**src/rtl/alu_pkg.sv**
```systemverilog
// Shared definitions for the RV32I integer ALU: datapath width, op encoding
// and a bit-reversal helper used by the shifter.
package alu_pkg;

  localparam int XLEN = 32;

  typedef enum logic [3:0] {
    ALU_ADD  = 4'b0000,
    ALU_SLL  = 4'b0001,
    ALU_SLT  = 4'b0010,
    ALU_SLTU = 4'b0011,
    ALU_XOR  = 4'b0100,
    ALU_SRL  = 4'b0101,
    ALU_OR   = 4'b0110,
    ALU_AND  = 4'b0111,
    ALU_SUB  = 4'b1000,
    ALU_SRA  = 4'b1101,
    ALU_LUI  = 4'b1111
  } alu_op_e;

  function automatic logic [XLEN-1:0] bit_reverse(input logic [XLEN-1:0] value);
    logic [XLEN-1:0] reversed;
    reversed = '0;
    for (int i = 0; i < XLEN; i++) begin
      reversed[i] = value[XLEN-1-i];
    end
    return reversed;
  endfunction

endpackage

```
**src/rtl/alu_shifter.sv**
```systemverilog
// Shared five-stage barrel shifter. Left shifts reuse the right-shift stages
// by bit-reversing the data on the way in and on the way out.
module alu_shifter
  import alu_pkg::*;
(
  input  logic [XLEN-1:0] data,
  input  logic [4:0]      shamt,
  input  logic            dir_left,
  input  logic            arith,
  output logic [XLEN-1:0] result
);

  logic                 fill;
  logic [5:0][XLEN-1:0] stage;

  assign fill     = arith & data[XLEN-1];
  assign stage[0] = dir_left ? bit_reverse(data) : data;

  // Stage k shifts right by 2**k when shamt[k] is set.
  for (genvar k = 0; k < 5; k++) begin : g_stage
    localparam int SH = 1 << k;
    assign stage[k+1] = shamt[k] ? {{SH{fill}}, stage[k][XLEN-1:SH]} : stage[k];
  end

  assign result = dir_left ? bit_reverse(stage[5]) : stage[5];

endmodule

```
**src/rtl/alu_unit.sv**
```systemverilog
// RV32I integer ALU: zero-latency combinational result for the single-cycle
// core plus a registered copy for pipelined/debug consumers.
module alu_unit
  import alu_pkg::*;
(
  input  logic            i_clk,
  input  logic            i_rst_n,
  input  logic [3:0]      i_alu_op,
  input  logic [XLEN-1:0] i_operand_a,
  input  logic [XLEN-1:0] i_operand_b,
  output logic [XLEN-1:0] o_alu_data,
  output logic [XLEN-1:0] o_alu_data_q
);

  alu_op_e         op;
  logic            sub;
  logic [XLEN-1:0] b_eff;
  logic [XLEN:0]   sum_ext;
  logic [XLEN-1:0] sum;
  logic            carry;
  logic            lt_signed;
  logic            lt_unsigned;
  logic [XLEN-1:0] shift_result;

  assign op = alu_op_e'(i_alu_op);

  // One adder serves ADD, SUB and both compares; subtraction is A + ~B + 1.
  assign sub     = (op == ALU_SUB) || (op == ALU_SLT) || (op == ALU_SLTU);
  assign b_eff   = i_operand_b ^ {XLEN{sub}};
  assign sum_ext = {1'b0, i_operand_a} + {1'b0, b_eff} + {{XLEN{1'b0}}, sub};
  assign sum     = sum_ext[XLEN-1:0];
  assign carry   = sum_ext[XLEN];

  // A borrow (no carry out) means A < B unsigned. For signed, differing sign
  // bits decide directly, which sidesteps overflow of the difference.
  assign lt_unsigned = ~carry;
  assign lt_signed   = (i_operand_a[XLEN-1] != i_operand_b[XLEN-1])
                     ? i_operand_a[XLEN-1] : sum[XLEN-1];

  alu_shifter u_shifter (
    .data     (i_operand_a),
    .shamt    (i_operand_b[4:0]),
    .dir_left (op == ALU_SLL),
    .arith    (op == ALU_SRA),
    .result   (shift_result)
  );

  always_comb begin
    // NOTE: default assigned first so every path drives o_alu_data and no latch is inferred.
    o_alu_data = '0;
    case (op)
      ALU_ADD,
      ALU_SUB:  o_alu_data = sum;
      ALU_SLL,
      ALU_SRL,
      ALU_SRA:  o_alu_data = shift_result;
      ALU_XOR:  o_alu_data = i_operand_a ^ i_operand_b;
      ALU_OR:   o_alu_data = i_operand_a | i_operand_b;
      ALU_AND:  o_alu_data = i_operand_a & i_operand_b;
      ALU_SLT:  o_alu_data = {{(XLEN-1){1'b0}}, lt_signed};
      ALU_SLTU: o_alu_data = {{(XLEN-1){1'b0}}, lt_unsigned};
      ALU_LUI:  o_alu_data = i_operand_b;
      default:  o_alu_data = '0;
    endcase
  end

  always_ff @(posedge i_clk or negedge i_rst_n) begin
    // NOTE: non-blocking assignment so the register samples the pre-edge value of o_alu_data.
    if (!i_rst_n) begin
      o_alu_data_q <= '0;
    end else begin
      o_alu_data_q <= o_alu_data;
    end
  end

endmodule

```
**config.mk**
```make
export PLATFORM = sky130hd
export DESIGN_NAME = alu_unit
export DESIGN_NICKNAME = d
export VERILOG_FILES = /design/src/rtl/alu_pkg.sv /design/src/rtl/alu_shifter.sv /design/src/rtl/alu_unit.sv
export SDC_FILE = /design/constraint.sdc
export NUM_CORES = 1
export LEC_CHECK = 0
export ABC_AREA = 0
export CORE_UTILIZATION = 50
export DETAILED_ROUTE_END_ITERATION = 8
export PLACE_DENSITY = 0.77
export SYNTH_ARGS = -nofsm -noshare
export SYNTH_HDL_FRONTEND = slang
export SYNTH_SLANG_ARGS = --single-unit
```
**constraint.sdc**
```tcl
create_clock -name i_clk -period 7.2 [get_ports i_clk]
set_clock_uncertainty 0.05 [all_clocks]
set_input_delay 1.44 -clock i_clk [delete_from_list [all_inputs] [get_ports i_clk]]
set_output_delay 1.44 -clock i_clk [all_outputs]
set_load 0.05 [all_outputs]
```
==> results of run 1 <==
==> through the flow <==
step           util (%)  hold WS (ps)
6_report           65.5          1510
2_1_floorplan         -          1090
5_1_grt            65.4          1550
3_3_place_gp       64.2          1810
4_1_cts            65.4          1520
3_5_place_dp       64.2          1810
==> synth_stat cells (3+ instances only) <==
library cell	n	area share, %
a221oi_1	24	2.9
clkbuf_1	32	1.7
buf_2	5	0.35
or3_1	3	0.26
nand2_1	108	5.6
a221o_1	12	1.7
and3_1	10	0.87
dfrtp_1	32	11
nor3_1	8	0.56
xnor2_1	50	6.1
mux4_1	8	2.9
a211oi_1	9	0.94
mux4_2	27	8.4
xor2_1	9	1.1
inv_1	72	3.8
o21ai_1	23	1.6
a211o_1	3	0.36
mux2i_1	45	6.3
buf_6	4	0.63
o221ai_1	7	0.85
mux2_2	3	0.47
a21oi_1	55	3.8
nand2b_1	8	0.69
nand4_1	6	0.52
o211ai_1	19	2.0
ha_1	96	17
o31ai_1	4	0.42
a31oi_1	10	0.87
buf_1	9	0.47
a21o_1	8	0.83
nor2b_1	6	0.52
a22oi_1	13	1.4
o21bai_1	4	0.42
o21ai_0	43	3.0
buf_4	4	0.42
nor2_1	40	2.1
nand3_1	8	0.56
o2111ai_1	5	0.61
==> area by class of cell <==
| class | instances | area [um2] |
|---|---|---|
| inverter | 76 | 290 |
| clock buffer | 5 | 125 |
| tap | 180 | 225 |
| fill | 1187 | 4830 |
| multi-input combinational | 717 | 5890 |
| timing repair buffer | 158 | 1780 |
| sequential | 32 | 801 |
| antenna | 1 | 2.50 |
| clock inverter | 3 | 42.5 |
==> cell usage in the layout (no fill, tap or decap), types with 9 or more instances in the layout <==
cell and n:
xnor2_1 50, a31oi_1 10, clkdlybuf4s50_1 101, o21ai_0 43, nor2_1 38, a21oi_1 55
inv_1 72, a22oi_1 13, mux4_2 27, nand2_1 108, o21ai_1 23, ha_1 96
buf_12 27, mux2i_1 45, dfrtp_1 32, buf_4 30, and3_1 10, a211oi_1 9
xor2_1 9, a221oi_1 24, a221o_1 12, o211ai_1 19
==> cell families after synthesis <==
family / share of synthesized area (%)
compound gates: 25.4
simple gates: 13.4
buf+inv: 7.66
fa+ha+maj: 17.0
mux: 18.3
xor+xnor: 7.17
flops: 11.1
==> path summary, 6_finish.rpt <==
path	slack [ps]	endpoint	cells after the start
min in group i_clk	1980	o_alu_data_q[28]	3
worst min-delay path	1510	o_alu_data_q[13]	2
worst max-delay path	310	o_alu_data[0]	16
max in group asynchronous	5300	o_alu_data_q[4]	2
==> power breakdown <==
| part | switching [uW] | leakage (uW) | internal [uW] |
|---|---|---|---|
| Clock | 69.7 | 0.0000798 | 162 |
| Sequential | 6.41 | 0.000414 | 205 |
| Combinational | 606 | 0.00352 | 381 |
==> timing repair <==
action	in CTS	in global routing
resized for setup	0	2
hold buffers	0	0
setup endpoints to repair	0	1
==> critical path: stages <==
cell	delay (ps)
clkdlybuf4s50_1	510
nor2b_1	220
nor2_1	110
nor2_4	120
buf_12	210
xnor2_1	90
ha_1	380
nand2_1	120
or3_1	380
or3_1	330
o31ai_2	330
a31oi_2	190
o221a_1	250
mux2i_1	140
a211o_1	370
buf_12	170
==> routing by layer <==
metal	track usage [%]	wire, um
met5	0	9
met4	13.1	1000
met3	10.1	3510
met2	57.6	12000
met1	49.7	10600
==> impl_metrics.py, run 1 <==
metrics = {
    "critical_path": {
        "required_ps": 5710,
        "crit_path_start_kind": "primary input",
        "end_kind": "output pin",
        "cp-startpoint": "i_alu_op[1]",
        "arrival_ps": 5400,
        "path_max_fanout": 24,
        "path_class": "in -> out",
    },
    "die": {
        "die_y_um": 122,
        "design.core.area_um2": 14000,
        "fp.dieW_um": 122,
        "ios": 134,
        "initial_core_util_pct": 51.5,
        "die_area_um2": 14900,
        "rows": 43,
    },
    "final_layout": {
        "finalInstanceArea_um2": 9160,
        "largest_registers": "o_alu_data_q: 32 flops",
        "fin_cells": 1172,
        "final_nets": 1157,
        "regMostFlops": "o_alu_data_q",
        "drive_above_1_share_pct": 11.7,
        "area_growth_pct": 27.1,
        "largest_reg_flops": 32,
    },
    "global_route": {
        "grt_pass1_wl_um": 41800,
        "overflow": 0,
        "grt_util_all_layers_pct": 37.3,
        "grt_max_degree": 48,
        "antenna_found_initial": 2,
        "grt_pass1_vias": 7181,
    },
    "sta": {
        "rsz0062_at_grt": "no",
        "max_freq_mhz": 145,
        "period_share_pct": 95.7,
        "maxSlewHeadroom_pct": 24.4,
        "worstMarginPinSlew_ps": 1130,
        "timing.final.crit_period_ps": 6890,
        "finalMaxSlewViolations": 0,
        "setup_tns_ps": 0,
        "finalWorstSetupSlack_ps": 309,
        "setup_viol": 0,
        "final-hold-violation-count": 0,
    },
    "synthesis": {
        "ys_types": 73,
        "syn_area_per_cell_um2": 8.19,
        "synth-warning-count": 0,
        "synth_flop_cell": "dfrtp_1",
        "synthCells": 880,
        "synth_edf_count": 0,
        "syn-num-nets": 1047,
        "ys_ff_latch": 32,
        "seq_area_frac_synth_pct": 11.1,
        "ys_async_sr_fraction_pct": 100,
        "synth_area_um2": 7200,
    },
    "routing": {
        "drc": 0,
        "finalWirelength_um": 27200,
        "via_count": 7630,
        "drt_iter0_drc": 1003,
        "wl_per_cell_um": 23.2,
        "viasPerCell": 6.51,
        "antenna_left": 0,
        "dr.pass1.iters": 8,
    },
    "cts": {
        "cts_tree": "done",
        "clock_sinks": 32,
        "cts_buffer_depth": 2,
        "cts_setup_buffers": 0,
        "htreeDepth": 2,
        "root_buffer": "clkbuf_16",
        "clk_pin_slew_ps": 50,
        "cts-buffers-inserted": 5,
    },
    "power": {
        "leakage_uw": 0.00401,
        "power_uw": 1430,
        "power.density_nw_per_um2": 156,
        "peakVddDrop_uv": 114,
    },
    "placement": {
        "portBuffers": 133,
        "gp_congestion": 1.01,
        "place_area_um2": 8980,
        "placed_cells": 1163,
        "dpl_worst_slack_ps": 341,
        "dp_hpwl_um": 22000,
    },
    "outcome": {
        "status": "finished, final reports clean",
    },
    "worst_hold_path": {
        "min_path_type": "in -> async",
    },
    "flow_run": {
        "drv_cap": 0,
    },
}
(Power assumes the default switching activity.)
==> inputs of run 2 (changes only) <==
- CTS_BUF_LIST: default -> sky130_fd_sc_hd__clkbuf_8
- HOLD_SLACK_MARGIN: default -> 0.1
==> impl_metrics.py, run 2 (same netlist as run 1, synthesis figures left out) <==
metrics = {
    "final_layout": {
        "fin_cells": 1172,
        "drive_above_1_share_pct": 11.7,
        "final_cell_mix": "108 x nand2_1, 101 x clkdlybuf4s50_1, 96 x ha_1",
        "area_growth_pct": 26.4,
        "final_common_cell": "nand2_1",
        "largest_registers": "o_alu_data_q: 32 flops",
        "final_nets": 1157,
        "largest_reg_flops": 32,
        "regMostFlops": "o_alu_data_q",
    },
    "power": {
        "peakVddDrop_uv": 102,
        "leakage_uw": 0.00398,
        "power.density_nw_per_um2": 150,
    },
    "flow_run": {
        "drv_cap": 0,
    },
    "global_route": {
        "grt.met3_usage_pct": 10.1,
        "grt_pass1_vias": 7167,
        "overflow": 0,
        "grt_util_all_layers_pct": 37.2,
        "use_met2_pct": 57.5,
        "grt_pass1_wl_um": 41700,
        "grt.busiest_layer": "met2",
        "antenna_found_initial": 2,
        "grt_max_degree": 48,
        "met1_usage_pct": 49.5,
    },
    "cts": {
        "clock_sinks": 32,
        "htreeDepth": 2,
        "root_buffer": "clkbuf_8",
        "cts_tree": "done",
        "cts_buffer_depth": 2,
        "hold_buffers": 0,
        "cts-buffers-inserted": 5,
        "clk_pin_slew_ps": 70,
    },
    "critical_path": {
        "path_max_fanout": 24,
        "end_kind": "output pin",
        "crit_path_start_kind": "primary input",
        "required_ps": 5710,
        "arrival_ps": 5400,
        "critPathMaxStageDelay_ps": 550,
        "path_class": "in -> out",
        "critPathSlowestCell": "o41ai_2",
        "path_cells": "clkdlybuf4s50_1 > nor2b_1 > nor2_1 > nor2_4 > buf_12 > xnor2_1 > ha_1 > a21oi_1 > o211ai_1 > a221o_1 > a21oi_1 > o31ai_2 > a31oi_2 > o21bai_1 > o41ai_2 > buf_12",
        "cp-startpoint": "i_alu_op[1]",
    },
    "die": {
        "initial_core_util_pct": 51.5,
        "ios": 134,
        "die_y_um": 122,
        "die_area_um2": 14900,
        "design.core.area_um2": 14000,
        "rows": 43,
        "fp.dieW_um": 122,
    },
    "placement": {
        "portBuffers": 133,
        "dp_hpwl_um": 22000,
        "gp_congestion": 1.01,
        "placed_cells": 1163,
    },
    "sta": {
        "setup_viol": 0,
        "worstMarginPinSlew_ps": 1140,
        "max_freq_mhz": 145,
        "final-hold-violation-count": 0,
        "maxSlewHeadroom_pct": 23.7,
        "finalMaxSlewViolations": 0,
        "setup_tns_ps": 0,
        "period_share_pct": 95.7,
        "rsz0062_at_grt": "no",
        "timing.final.crit_period_ps": 6890,
    },
    "outcome": {
        "status": "finished, final reports clean",
    },
    "routing": {
        "drc": 0,
        "antenna_left": 0,
        "drt_iter0_drc": 988,
        "dr.pass1.iters": 5,
        "viasPerCell": 6.49,
        "wl_per_cell_um": 23.1,
        "via_count": 7612,
        "finalWirelength_um": 27100,
    },
    "worst_hold_path": {
        "min_path_type": "in -> async",
    },
}
[run 2: cell counts in the layout (fill, tap and decap cells not counted)]
No cell type changed its count.
[run 2: metal layers]
metal / share of wire (%) / wire length (um) / up-vias
met4: 3.7 / 991 / 2
li1: - / - / 3501
met5: 0.033 / 9 / -
met1: 40 / 10900 / 3578
met3: 12 / 3230 / 79
met2: 44 / 12000 / 452
[run 2: critical path, delay by kind of cell]
| kind | cells | cell delay (ps) |
|---|---|---|
| AO/OA/AOI/OAI | 8 | 2080 |
| buffers and inverters | 3 | 940 |
| AND/OR/NAND/NOR | 3 | 450 |
| adder cells (fa/ha/maj) | 1 | 320 |
| XOR/XNOR | 1 | 140 |
[run 2: through the flow]
stage                     area, um2  power (uW)  utilization [%]  hold WS, ps  worst slack, ps
final                          9100        1360             65.1         1500              307
after global routing           9100        1430             65.0         1530             9.15
after CTS                      9090        1350             65.0         1510              323
after detailed placement       8980        1180             64.2         1810              341
after global placement         8980        1170             64.2         1810              399
after floorplan                7210         817                -         1090              473
[run 2: layout make-up]
class | instances | area (um2)
multi-input combinational | 717 | 5890
antenna | 1 | 2.50
clock inverter | 3 | 42.5
clock buffer | 5 | 68.8
sequential | 32 | 801
timing repair buffer | 158 | 1780
fill | 1190 | 4890
tap | 180 | 225
inverter | 76 | 290
[run 2: power breakdown]
part / internal (uW) / leakage, uW / switching, uW / total [uW]
Clock: 102 / 0.0000541 / 62.3 / 165
Combinational: 381 / 0.00352 / 605 / 986
Sequential: 205 / 0.000414 / 6.21 / 211
Total: 688 / 0.00398 / 674 / 1360
[run 2: how the worst max path moves through the flow]
stage | end | cells after the start | slack [ps]
after floorplan | o_alu_data[29] | 15 | 470
after global placement | o_alu_data[0] | 17 | 400
after detailed placement | o_alu_data[0] | 17 | 340
after CTS | o_alu_data[0] | 17 | 320
after global routing | o_alu_data[0] | 17 | 9
final | o_alu_data[29] | 16 | 310
[run 2: what timing repair did]
| action | CTS | global route |
|---|---|---|
| endpoints found under the setup margin | 0 | 1 |
| resized for setup | 0 | 2 |
| setup buffers | 0 | 0 |
==> inputs of run 3 (changes only) <==
- MAX_ROUTING_LAYER: default -> met4
- PLACE_DENSITY: 0.77 -> 0.75
- SYNTH_HIERARCHICAL: default -> 1
==> impl_metrics.py, run 3 <==
metrics = {
    "outcome": {
        "status": "finished, final reports clean",
    },
    "sta": {
        "final-hold-violation-count": 0,
        "worstMarginPinSlew_ps": 1130,
        "max_freq_mhz": 141,
        "maxSlewHeadroom_pct": 24.4,
        "timing.final.crit_period_ps": 7080,
        "period_share_pct": 98.4,
        "setup_viol": 0,
        "finalMaxSlewViolations": 0,
    },
    "global_route": {
        "overflow": 0,
        "grt_max_degree": 40,
        "grt_pass1_vias": 9081,
        "grt_util_all_layers_pct": 42.7,
        "antenna_found_initial": 1,
        "grt_pass1_wl_um": 54800,
    },
    "critical_path": {
        "crit_path_start_kind": "primary input",
        "end_kind": "output pin",
        "arrival_ps": 5590,
        "path_max_fanout": 6,
        "path_class": "in -> out",
        "required_ps": 5710,
    },
    "synthesis": {
        "post-synth-top-count-cell": "ha_1",
        "synth_flop_cell": "dfrtp_1",
        "synth_edf_count": 0,
        "ys_ff_latch": 32,
        "synth_top_area_cell": "ha_1",
        "synth-warning-count": 6,
        "seq_area_frac_synth_pct": 9.42,
        "synthCells": 1043,
        "netlist_top_cells_count": "96 x ha_1, 77 x inv_1, 76 x nor2_1, 68 x nand2_1, 58 x mux2i_1",
        "syn-num-nets": 1210,
        "ys_types": 89,
        "synthTopCellsByArea": "ha_1 14%, dfrtp_1 9.4%, mux4_2 6.9%",
        "ys_async_sr_fraction_pct": 100,
        "synth_top_area_share_pct": 14.1,
        "syn_area_per_cell_um2": 8.15,
        "synth_area_um2": 8500,
    },
    "final_layout": {
        "final_nets": 1344,
        "finalInstanceArea_um2": 10400,
        "final_cell_mix": "98 x clkdlybuf4s50_1, 96 x ha_1, 90 x buf_4",
        "largest_reg_flops": 32,
        "drive_above_1_share_pct": 17.3,
        "area_growth_pct": 22.7,
        "fin_cells": 1399,
        "regMostFlops": "o_alu_data_q",
        "largest_registers": "o_alu_data_q: 32 flops",
        "final_common_cell": "clkdlybuf4s50_1",
    },
    "routing": {
        "finalWirelength_um": 37100,
        "drc": 0,
        "dr.pass1.iters": 7,
        "antenna_left": 0,
        "via_count": 9812,
        "wl_per_cell_um": 26.5,
        "viasPerCell": 7.01,
        "drt_iter0_drc": 1300,
    },
    "cts": {
        "cts_tree": "done",
        "clk_pin_slew_ps": 90,
        "htreeDepth": 2,
        "root_buffer": "clkbuf_8",
        "cts_buffer_depth": 2,
        "clock_sinks": 32,
        "cts-buffers-inserted": 5,
    },
    "die": {
        "initial_core_util_pct": 51.3,
        "die_area_um2": 17500,
        "design.core.area_um2": 16600,
        "fp.dieW_um": 132,
        "die_y_um": 132,
        "rows": 47,
        "ios": 134,
    },
    "power": {
        "power.density_nw_per_um2": 141,
        "switching_power_uw": 774,
        "p_int_uw": 699,
        "pwr-share-clk_pct": 13.1,
        "comb_power_share_pct": 72.6,
        "leakage_uw": 0.00440,
        "sequentialPowerShare_pct": 14.3,
        "p_sw_share_pct": 52.5,
        "peakVddDrop_uv": 128,
    },
    "worst_hold_path": {
        "min_path_type": "in -> async",
    },
    "placement": {
        "portBuffers": 133,
        "place_area_um2": 10300,
        "gp_congestion": 1.07,
        "dp_hpwl_um": 29000,
        "placed_cells": 1389,
    },
    "flow_run": {
        "drv_cap": 0,
    },
}
[run 3: changes by cell type in the layout (fill, tap and decap cells not counted), sizes merged, moves of 7 or more]
cell	delta
mux2i	+12
buf	+46
o211ai	+13
nand4	+7
nand2b	+8
o21ai	-21
mux2	+23
o22ai	+24
nor2	+37
nor3	+8
a222oi	+16
nand2	-39
[run 3: worst paths after layout]
check | slack, ps | end | depth (start not counted) | startpoint
worst max-delay path | 120 | o_alu_data[30] | 18 | i_alu_op[1]
worst min-delay path | 1170 | o_alu_data_q[23] | 1 | i_rst_n
max in group asynchronous | 5400 | o_alu_data_q[3] | 1 | i_rst_n
min in group i_clk | 1750 | o_alu_data_q[1] | 5 | i_operand_b[1]
[run 3: cells by family (layout without fill, tap and decap cells)]
| kind of cell | Yosys count | in the layout | share of synthesized area, % |
|---|---|---|---|
| AO/OA/AOI/OAI | 330 | 330 | 28.9 |
| XOR/XNOR | 58 | 58 | 5.97 |
| flip-flops | 32 | 32 | 9.42 |
| AND/OR/NAND/NOR | 257 | 257 | 14.6 |
| adder cells (fa/ha/maj) | 97 | 97 | 14.4 |
| buffers and inverters | 153 | 288 | 7.71 |
| other | 0 | 1 | 0 |
| multiplexers | 116 | 116 | 19.1 |
[run 3: worst max-delay path: stages]
cell and delay (ps):
clkdlybuf4s50_1 490, buf_4 200, nor2_2 140, nand2_2 120
a21oi_4 270, buf_4 220, xnor2_1 130, ha_1 280
and2_4 170, a221oi_2 320, a211oi_2 160, o2111ai_1 300
nand4b_1 230, a31oi_1 350, o21bai_1 170, xnor2_1 140
o211ai_1 210, buf_4 240
[run 3: power groups by stage]
| stage | sequential [uW] | combinational, uW | clock [uW] |
|---|---|---|---|
| finish | 210 | 1070 | 193 |
| global route | 212 | 1120 | 202 |
| CTS | 210 | 1040 | 198 |
| detailed placement | 214 | 1030 | 0 |
| global placement | 213 | 1030 | 0 |
| floorplan | 304 | 566 | 0 |
[run 3: cell type report]
| cell class | count | area, um2 |
|---|---|---|
| Clock inverter | 3 | 38.8 |
| Tap cell | 220 | 275 |
| Timing Repair Buffer | 201 | 1860 |
| Clock buffer | 5 | 68.8 |
| Antenna cell | 1 | 2.50 |
| Inverter | 79 | 297 |
| Multi-Input combinational cell | 858 | 7090 |
| Fill cell | 1472 | 6150 |
| Sequential cell | 32 | 801 |
[run 3: repair_timing]
action | in CTS | in global routing
hold buffers | 0 | 0
gates resized for setup | 0 | 3
endpoints found under the setup margin | 0 | 5
setup buffers | 0 | 1
[run 3: layer usage]
layer / up-vias / global-route usage (%) / part of all wire (%)
met5: - / - / 0
met2: 737 / 64.9 / 44
li1: 4261 / - / -
met4: 0 / 21.8 / 5.4
met1: 4667 / 52.7 / 38
met3: 147 / 9.81 / 12
[run 3: through the flow]
step                util (%)  TNS (ps)  power, uW  hold slack (ps)  setup WS (ps)
finish                  62.9         0       1470             1170            117
global route            62.9      -109       1530             1230           -109
CTS                     62.8         0       1450             1180            244
detailed placement      62.1         0       1250             1530            275
global placement        62.1         0       1240             1510            321
floorplan                  -         0        870             1090            353
